`src/rtl/delay_timer_if.sv`:
```
// Control/status bundle for delay_timer: start/restart/pause controls in,
// completion flags and countdown value out.
interface delay_timer_if #(
  parameter int CNT_W = 28
) ();
  logic             enable;
  logic             restart;
  logic             pause;
  logic             mode;
  logic [CNT_W-1:0] ticks;
  logic             done;
  logic             done_pulse;
  logic             busy;
  logic [CNT_W-1:0] remaining;

  modport master (
    output enable, restart, pause, mode, ticks,
    input  done, done_pulse, busy, remaining
  );

  modport slave (
    input  enable, restart, pause, mode, ticks,
    output done, done_pulse, busy, remaining
  );
endinterface

```
`src/rtl/delay_timer.sv`:
```
// Programmable one-shot / periodic delay timer (IDLE -> RUN -> DONE).
// Target and mode are captured only at start or restart.
module delay_timer #(
  parameter int          CNT_W         = 28,
  parameter int unsigned DEFAULT_TICKS = 150000000
) (
  input logic          clk_50M,
  input logic          rst,
  delay_timer_if.slave tmr
);

  typedef enum logic [1:0] {
    S_IDLE = 2'd0,
    S_RUN  = 2'd1,
    S_DONE = 2'd2
  } state_t;

  localparam logic [CNT_W-1:0] DEF_T = DEFAULT_TICKS[CNT_W-1:0];
  localparam logic [CNT_W-1:0] ONE   = {{(CNT_W-1){1'b0}}, 1'b1};

  state_t           state_q, state_d;
  logic [CNT_W-1:0] cnt_q, cnt_d;
  logic [CNT_W-1:0] target_q, target_d;
  logic             mode_q, mode_d;
  logic             done_q, done_d;
  logic             pulse_q, pulse_d;
  logic [CNT_W-1:0] lat_tgt;
  logic [CNT_W-1:0] cnt_inc;

  function automatic logic [CNT_W-1:0] sel_target(input logic [CNT_W-1:0] t);
    return (t == '0) ? DEF_T : t;
  endfunction

  always_ff @(posedge clk_50M) begin
    if (rst) begin
      state_q  <= S_IDLE;
      cnt_q    <= '0;
      target_q <= DEF_T;
      mode_q   <= 1'b0;
      done_q   <= 1'b0;
      pulse_q  <= 1'b0;
    end else begin
      state_q  <= state_d;
      cnt_q    <= cnt_d;
      target_q <= target_d;
      mode_q   <= mode_d;
      done_q   <= done_d;
      pulse_q  <= pulse_d;
    end
  end

  always_comb begin
    state_d  = state_q;
    cnt_d    = cnt_q;
    target_d = target_q;
    mode_d   = mode_q;
    done_d   = done_q;
    pulse_d  = 1'b0;
    lat_tgt  = sel_target(tmr.ticks);
    cnt_inc  = cnt_q + ONE;

    if (!tmr.enable) begin
      state_d = S_IDLE;
      cnt_d   = '0;
      done_d  = 1'b0;
    end else begin
      unique case (state_q)
        S_IDLE: begin
          if (!tmr.pause) begin
            target_d = lat_tgt;
            mode_d   = tmr.mode;
            // The start edge itself counts as edge 1, so a target of 1 completes here.
            if (lat_tgt == ONE) begin
              pulse_d = 1'b1;
              if (tmr.mode) begin
                state_d = S_RUN;
                cnt_d   = '0;
              end else begin
                state_d = S_DONE;
                cnt_d   = lat_tgt;
                done_d  = 1'b1;
              end
            end else begin
              state_d = S_RUN;
              cnt_d   = ONE;
            end
          end
        end
        S_RUN, S_DONE: begin
          if (tmr.restart) begin
            target_d = lat_tgt;
            mode_d   = tmr.mode;
            cnt_d    = '0;
            state_d  = S_RUN;
            done_d   = 1'b0;
          end else if (state_q == S_RUN && !tmr.pause) begin
            if (cnt_inc == target_q) begin
              pulse_d = 1'b1;
              if (mode_q) begin
                cnt_d = '0;
              end else begin
                state_d = S_DONE;
                cnt_d   = target_q;
                done_d  = 1'b1;
              end
            end else begin
              cnt_d = cnt_inc;
            end
          end
        end
        default: begin
          state_d = S_IDLE;
          cnt_d   = '0;
          done_d  = 1'b0;
        end
      endcase
    end
  end

  assign tmr.done       = done_q;
  assign tmr.done_pulse = pulse_q;
  assign tmr.busy       = (state_q == S_RUN);
  assign tmr.remaining  = (state_q == S_RUN) ? (target_q - cnt_q) : '0;

endmodule

```
`src/flat_wrapper.sv`:
```
// flat-port wrapper written by rule: the top's interface ports become plain ports
module delay_timer_flat 
#(
  parameter int          CNT_W         = 28,
  parameter int unsigned DEFAULT_TICKS = 150000000
)
  (clk_50M, rst, tmr_enable, tmr_restart, tmr_pause, tmr_mode, tmr_ticks, tmr_done, tmr_done_pulse, tmr_busy, tmr_remaining);
  delay_timer_if #(.CNT_W(CNT_W)) tmr_i ();
  input logic clk_50M;
  input logic rst;
  input wire logic [$bits(tmr_i.enable)-1:0] tmr_enable;
  input wire logic [$bits(tmr_i.restart)-1:0] tmr_restart;
  input wire logic [$bits(tmr_i.pause)-1:0] tmr_pause;
  input wire logic [$bits(tmr_i.mode)-1:0] tmr_mode;
  input wire logic [$bits(tmr_i.ticks)-1:0] tmr_ticks;
  output wire logic [$bits(tmr_i.done)-1:0] tmr_done;
  output wire logic [$bits(tmr_i.done_pulse)-1:0] tmr_done_pulse;
  output wire logic [$bits(tmr_i.busy)-1:0] tmr_busy;
  output wire logic [$bits(tmr_i.remaining)-1:0] tmr_remaining;
  assign tmr_i.enable = tmr_enable;
  assign tmr_i.restart = tmr_restart;
  assign tmr_i.pause = tmr_pause;
  assign tmr_i.mode = tmr_mode;
  assign tmr_i.ticks = tmr_ticks;
  assign tmr_done = tmr_i.done;
  assign tmr_done_pulse = tmr_i.done_pulse;
  assign tmr_busy = tmr_i.busy;
  assign tmr_remaining = tmr_i.remaining;
  delay_timer #(.CNT_W(CNT_W), .DEFAULT_TICKS(DEFAULT_TICKS)) u_core (.clk_50M(clk_50M), .rst(rst), .tmr(tmr_i));
endmodule
```
`config.mk`:
```
export PLATFORM = sky130hd
export DESIGN_NAME = delay_timer_flat
export DESIGN_NICKNAME = d
export VERILOG_FILES = /design/src/rtl/delay_timer_if.sv /design/src/rtl/delay_timer.sv /design/src/flat_wrapper.sv
export SDC_FILE = /design/constraint.sdc
export NUM_CORES = 1
export LEC_CHECK = 0
export CORE_MARGIN = 5
export CORE_UTILIZATION = 52
export DETAILED_ROUTE_END_ITERATION = 10
export PLACE_DENSITY_LB_ADDON = 0.05
export SLEW_MARGIN = 5
export SYNTH_ARGS = -nofsm -noshare
export SYNTH_HDL_FRONTEND = slang
export SYNTH_SLANG_ARGS = --single-unit
export TNS_END_PERCENT = 100
```
`constraint.sdc`:
```
create_clock -name clk_50M -period 3.6 [get_ports clk_50M]
set_clock_uncertainty 0.05 [all_clocks]
set_input_delay 0.72 -clock clk_50M [delete_from_list [all_inputs] [get_ports clk_50M]]
set_output_delay 0.72 -clock clk_50M [all_outputs]
set_load 0.05 [all_outputs]
```
# After elaboration in Yosys (flattened, before gate mapping)
# Index checks and enable logic that the tools add are counted.
# word_totals
register_bits	61
input_bits	34
word_cells	69
# classes
n_addsub	2
n_eq_ne	11
n_mux	38
bitwise_logic	1
n_reduce_logical	11
# op_table
op	n
28-bit two-way mux	11
28-bit one-hot mux with 2 select lines	2
28-bit by 1-bit adder with 28-bit output, second input constant	1
28-bit by 1-bit equality test with 1-bit output, second input constant	1
28-bit equality test	1
28-bit logical NOT	1
28-bit subtractor	1
1-bit two-way mux	14
2-bit two-way mux	7
4-bit AND reduction	2
2-bit != test, second input constant	3
3-bit by 2-bit != test with 1-bit output, second input constant	2
1-bit one-hot mux with 2 select lines	3
6-bit AND reduction	1
2-bit one-hot mux with 2 select lines	1
2-bit OR reduction	2
3-bit != test, second input constant	1
2-bit by 1-bit equality test with 1-bit output, second input constant	1
2-bit equality test, second input constant	1
2-bit logical NOT	1
2-bit by 1-bit != test with 1-bit output, second input constant	1
2-bit AND reduction	1
2-bit nonzero test	1
1-bit logical AND	1
2 further kinds	2

# Depth between registers and ports, before layout
# depth
depth_word	6
depth_mapped	13

# Worst setup path before layout
# Ideal clock, no wire load.
# synth_timing
path_kind	register -> output
start	register u_core.cnt_q[13]
end	output port tmr_remaining[26]
arrival_time_ps	3398
setup_slack_ps	-568
path_stages_with_launch	13
n_path_buf	1
cell_sequence	dfxtp_1 > inv_1 > ha_1 > clkbuf_1 > nand2_1 > or4_1 > o221a_2 > a211oi_1 > a41o_1 > nor4_1 > o41ai_1 > xnor2_1 > nor2_1
# synth_via
elab_chain_cells	2
# synth_rtl
element	line_no	text
from (decl)	delay_timer.sv:22	logic [CNT_W-1:0] cnt_q, cnt_d;
from (signal assigned)	delay_timer.sv:44	cnt_q <= cnt_d;
28-bit subtractor	delay_timer.sv:123	assign tmr.remaining = (state_q == S_RUN) ? (target_q - cnt_q) : '0;
28-bit two-way mux	delay_timer.sv:123	
to (decl)	flat_wrapper.sv:19	output wire logic [$bits(tmr_i.remaining)-1:0] tmr_remaining;
# Every way passes these cells.

# Final worst setup path
# layout_timing
start	register u_core.cnt_q[15]
end	output port tmr_remaining[24]
# The elaborated chain is that of the path after synthesis.

==> insert_results.sql <==
INSERT INTO impl_metrics (metric_group, metric, value, unit) VALUES
('global_routing', 'grt_first_pass_wirelength', '33200', 'µm'),
('clocking', 'cts_root_buffer', 'sky130_fd_sc_hd__clkbuf_8', ''),
('sta', 'worst_pin_slew', '0.772', 'ns'),
('worst_setup_path', 'cp_top_family', 'compound AO/OA/AOI/OAI gates', ''),
('synth', 'average_instance_area_after_synthesis', '7.51', 'µm²'),
('global_routing', 'globalRouteTotalUtil', '32.8', '%'),
('worst_setup_path', 'cp-start-kind', 'register', ''),
('sta', 'grt_setup_unrepaired', 'yes', ''),
('drt', 'viasPerCell', '6.56', ''),
('worst_setup_path', 'cp_slowest_cell', 'sky130_fd_sc_hd__o21ai_0', ''),
('clocking', 'clock_sink_count', '61', ''),
('floorplanning', 'io_pins', '65', ''),
('sta', 'final_min_period_over_clock_period', '111', '%'),
('floorplanning', 'initial_util', '52.8', '%'),
('synth', 'synthesis.nets', '782', ''),
('floorplanning', 'die-height', '112', 'µm'),
('sta', 'finalSetupTns', '-1.97', 'ns'),
('drt', 'routedWlPerCell', '21.2', 'µm'),
('worst_setup_path', 'worst-r2r-setup-slack', '-0.01', 'ns'),
('placement', 'place_inst', '984', ''),
('synth', 'yosysUniqueCellTypes', '75', ''),
('drt', 'postRouteAntennaNets', '0', ''),
('worst_setup_path', 'critical_path.max_fanout', '4', ''),
('sta', 'finalHoldViolations', '0', ''),
('run', 'maxCapViolCount', '0', ''),
('placement', 'dp.final_hpwl', '14900', 'µm'),
('worst_setup_path', 'critical_path_buf_inv_count', '2', ''),
('clocking', 'clock_path_buffers', '2', ''),
('clocking', 'tritoncts', 'done', ''),
('placement', 'gp_congestion', '0.959', ''),
('drt', 'drt-pass1-iter-count', '6', ''),
('finish', 'diodes', '0', ''),
('finish', 'finish.cell_count_without_fillers', '1041', ''),
('finish', 'area.growth.synth_to_final', '54.1', '%'),
('sta', 'final_max_slew_viol_count', '0', ''),
('floorplanning', 'dieArea', '12500', 'µm²'),
('sta', 'finalSetupViolations', '11', ''),
('sta', 'pnr_worst_setup_slack', '-0.406', 'ns'),
('global_routing', 'antenna_found_initial', '0', ''),
('outcome', 'run_status', 'finished with violations', ''),
('drt', 'finalWirelength', '22000', 'µm'),
('synth', 'synthesis.yosys.warnings', '0', ''),
('synth', 'asyncSetResetFlopFracSynth', '0', '%'),
('global_routing', 'grt_pass1_vias', '6531', ''),
('synth', 'synth_enable_flop_cells', '0', ''),
('worst_setup_path', 'worstPathCellList', 'inv_1 > ha_1 > a21oi_1 > o21ai_0 > a211oi_1 > a211oi_2 > a41o_1 > nor4_4 > nor3_2 > xor2_1 > and2_4 > buf_12', ''),
('worst_setup_path', 'critical_path_arrival', '3.24', 'ns'),
('worst_setup_path', 'critical_path.endpoint_type', 'primary output', ''),
('placement', 'dp_slack', '-0.275', 'ns'),
('clocking', 'cts-hold-fix-buffers', '0', ''),
('worst_setup_path', 'cpPeakStageDelay', '0.46', 'ns'),
('worst_setup_path', 'criticalPathCategory', 'register to primary output', ''),
('clocking', 'cts-htree-levels', '3', ''),
('synth', 'synth.ff_latch_count', '61', ''),
('synth', 'ys.flop_type', 'sky130_fd_sc_hd__dfxtp_1', ''),
('finish', 'design.final.nets', '967', ''),
('clocking', 'clock_latency', '0.36', 'ns'),
('clocking', 'clkTransAtPathRegs', '0.07', 'ns'),
('sta', 'timing.fmax', '250', 'MHz'),
('clocking', 'numCtsBuffers', '9', ''),
('drt', 'vias', '6827', ''),
('global_routing', 'global_route.overflow_total', '0', ''),
('pwr', 'powerDensity', '252', 'nW/µm²'),
('pwr', 'vdd_drop_max', '226', 'µV'),
('sta', 'slew_margin_rel', '48.2', '%'),
('pwr', 'p_leak', '0.00311', 'µW'),
('floorplanning', 'coreArea', '10200', 'µm²'),
('global_routing', 'largest_net_degree_at_the_start_of_global_routing', '37', ''),
('outcome', 'violations', 'negative setup slack', ''),
('finish', 'drive_above_1_share', '35.9', '%'),
('synth', 'synth_seq_area_share', '22.7', '%'),
('drt', 'remaining_drc_errors', '0', ''),
('worst_setup_path', 'timing.critical_path.required', '2.83', 'ns'),
('sta', 'final_period_minus_worst_setup_slack', '4.01', 'ns'),
('finish', 'finish.utilization', '81.4', '%'),
('sta', 'final.hold.worst_slack', '0.436', 'ns'),
('floorplanning', 'rows', '37', ''),
('synth', 'synth_area', '5380', 'µm²'),
('drt', 'dr.first_iter.drc_count', '836', ''),
('placement', 'numPortBuffers', '64', ''),
('floorplanning', 'die_w', '112', 'µm'),
('hold_path', 'holdCritPathClass', 'register to register', ''),
('synth', 'synth_cells', '716', '');
==> placed cells by master (no fill, tap or decap), drive strengths merged, types with 5 or more instances in the layout <==
cell             n
and2             5
buf            171
a21oi           64
nand2b          13
nor3            16
dfxtp           61
a22oi           13
o2111ai          6
clkdlybuf4s50   37
or3              6
a211oi           7
nor2            57
xnor2           35
a21o             8
clkinv           5
o21bai           5
inv             41
nand2           73
and4             7
or4              8
a32oi            7
ha              31
nor4            21
o21a             5
and3             5
nand4           11
nand3           19
a31oi           25
o21ai           21
o22ai           32
xor2            25
clkbuf          12
==> metrics by stage <==
| stage | instance area, µm² | total power [µW] |
|---|---|---|
| 2_1_floorplan | 5400 | 1090 |
| 3_3_place_gp | 7090 | 1330 |
| 3_5_place_dp | 7090 | 1350 |
| 4_1_cts | 7770 | 2010 |
| 5_1_grt | 8290 | 2170 |
| 6_report | 8290 | 2080 |
==> state kept, by name (all words and copies together) (netlist names) <==
register / flops
u_core.mode_q: 1
u_core.tmr.done_pulse: 1
u_core.target_q: 28
u_core.state_q: 2
u_core.cnt_q: 28
u_core.tmr.done: 1
==> kinds of logic after synthesis <==
family	synth area share (%)
AOI/OAI and AO/OA	28.4
xor gates and xnor gates	9.91
adders and majority gates	7.58
buffers and inverters	6.38
DFF	22.7
muxes	0.209
and+or+nand+nor	24.8
==> path summary, 6_finish.rpt <==
check	cells after the start	end	start
worst max-delay path	12	tmr_remaining[24]	u_core.cnt_q[15]
worst min register to register	2	u_core.tmr.done	u_core.tmr.done
worst max register to register	14	u_core.cnt_q[6]	u_core.cnt_q[0]
worst min-delay path	2	u_core.tmr.done	u_core.tmr.done
==> power breakdown <==
group / internal [µW] / switching (µW)
Combinational: 355 / 400
Clock: 312 / 288
Sequential: 697 / 31.1
Total: 1360 / 720
==> per-layer routing <==
layer / global-route usage [%] / up-vias / routed length, µm
met5: 0 / - / 0
li1: - / 3036 / -
met2: 52.7 / 477 / 9880
met4: 11.6 / 0 / 964
met1: 41.9 / 3200 / 8660
met3: 9.78 / 114 / 2520
==> layout make-up <==
type / instances / area (µm²)
Clock inverter: 5 / 52.6
Fill cell: 690 / 1900
Multi-Input combinational cell: 576 / 4450
Tap cell: 136 / 170
Sequential cell: 61 / 1240
Timing Repair Buffer: 210 / 2080
Inverter: 43 / 161
Clock buffer: 10 / 128
==> worst reg2reg max path: stages, from the launching register on <==
cell and delay (ns):
sky130_fd_sc_hd__dfxtp_2 0.37, sky130_fd_sc_hd__buf_4 0.15, sky130_fd_sc_hd__ha_2 0.18, sky130_fd_sc_hd__nand4_1 0.13, sky130_fd_sc_hd__buf_4 0.18, sky130_fd_sc_hd__nor4_4 0.35, sky130_fd_sc_hd__nand3_2 0.13, sky130_fd_sc_hd__or4_4 0.52
sky130_fd_sc_hd__a221oi_4 0.26, sky130_fd_sc_hd__buf_4 0.17, sky130_fd_sc_hd__nand4_4 0.16, sky130_fd_sc_hd__nor3_4 0.35, sky130_fd_sc_hd__buf_6 0.19, sky130_fd_sc_hd__a22oi_1 0.10, sky130_fd_sc_hd__o22ai_1 0.21
==> timing repair <==
item | 4_1_cts | 5_1_grt
buffers inserted | 22 | 31
gates cloned | 0 | 3
endpoints found under the setup margin | 15 | 48
pin swaps | 34 | 58
gates resized for setup | 86 | 70
==> cell usage after synthesis, types with 10 or more instances <==
master,instances,share of area [%]
sky130_fd_sc_hd__nand2_1,70,4.9
sky130_fd_sc_hd__a21oi_1,64,6.0
sky130_fd_sc_hd__dfxtp_1,61,23
sky130_fd_sc_hd__nor2_1,55,3.8
sky130_fd_sc_hd__inv_1,41,2.9
sky130_fd_sc_hd__xnor2_1,34,5.5
sky130_fd_sc_hd__o22ai_1,32,3.7
sky130_fd_sc_hd__ha_1,31,7.2
sky130_fd_sc_hd__a31oi_1,25,2.9
sky130_fd_sc_hd__xor2_1,25,4.1
sky130_fd_sc_hd__clkbuf_1,21,1.5
sky130_fd_sc_hd__nor4_1,19,2.2
sky130_fd_sc_hd__o21ai_0,18,1.7
sky130_fd_sc_hd__nand3_1,17,1.6
sky130_fd_sc_hd__nor3_1,14,1.3
sky130_fd_sc_hd__a22oi_1,13,1.8
sky130_fd_sc_hd__nand2b_1,13,1.5
sky130_fd_sc_hd__buf_2,10,0.93
sky130_fd_sc_hd__nand4_1,10,1.2
No activity file was read; power rests on OpenSTA's default activity.
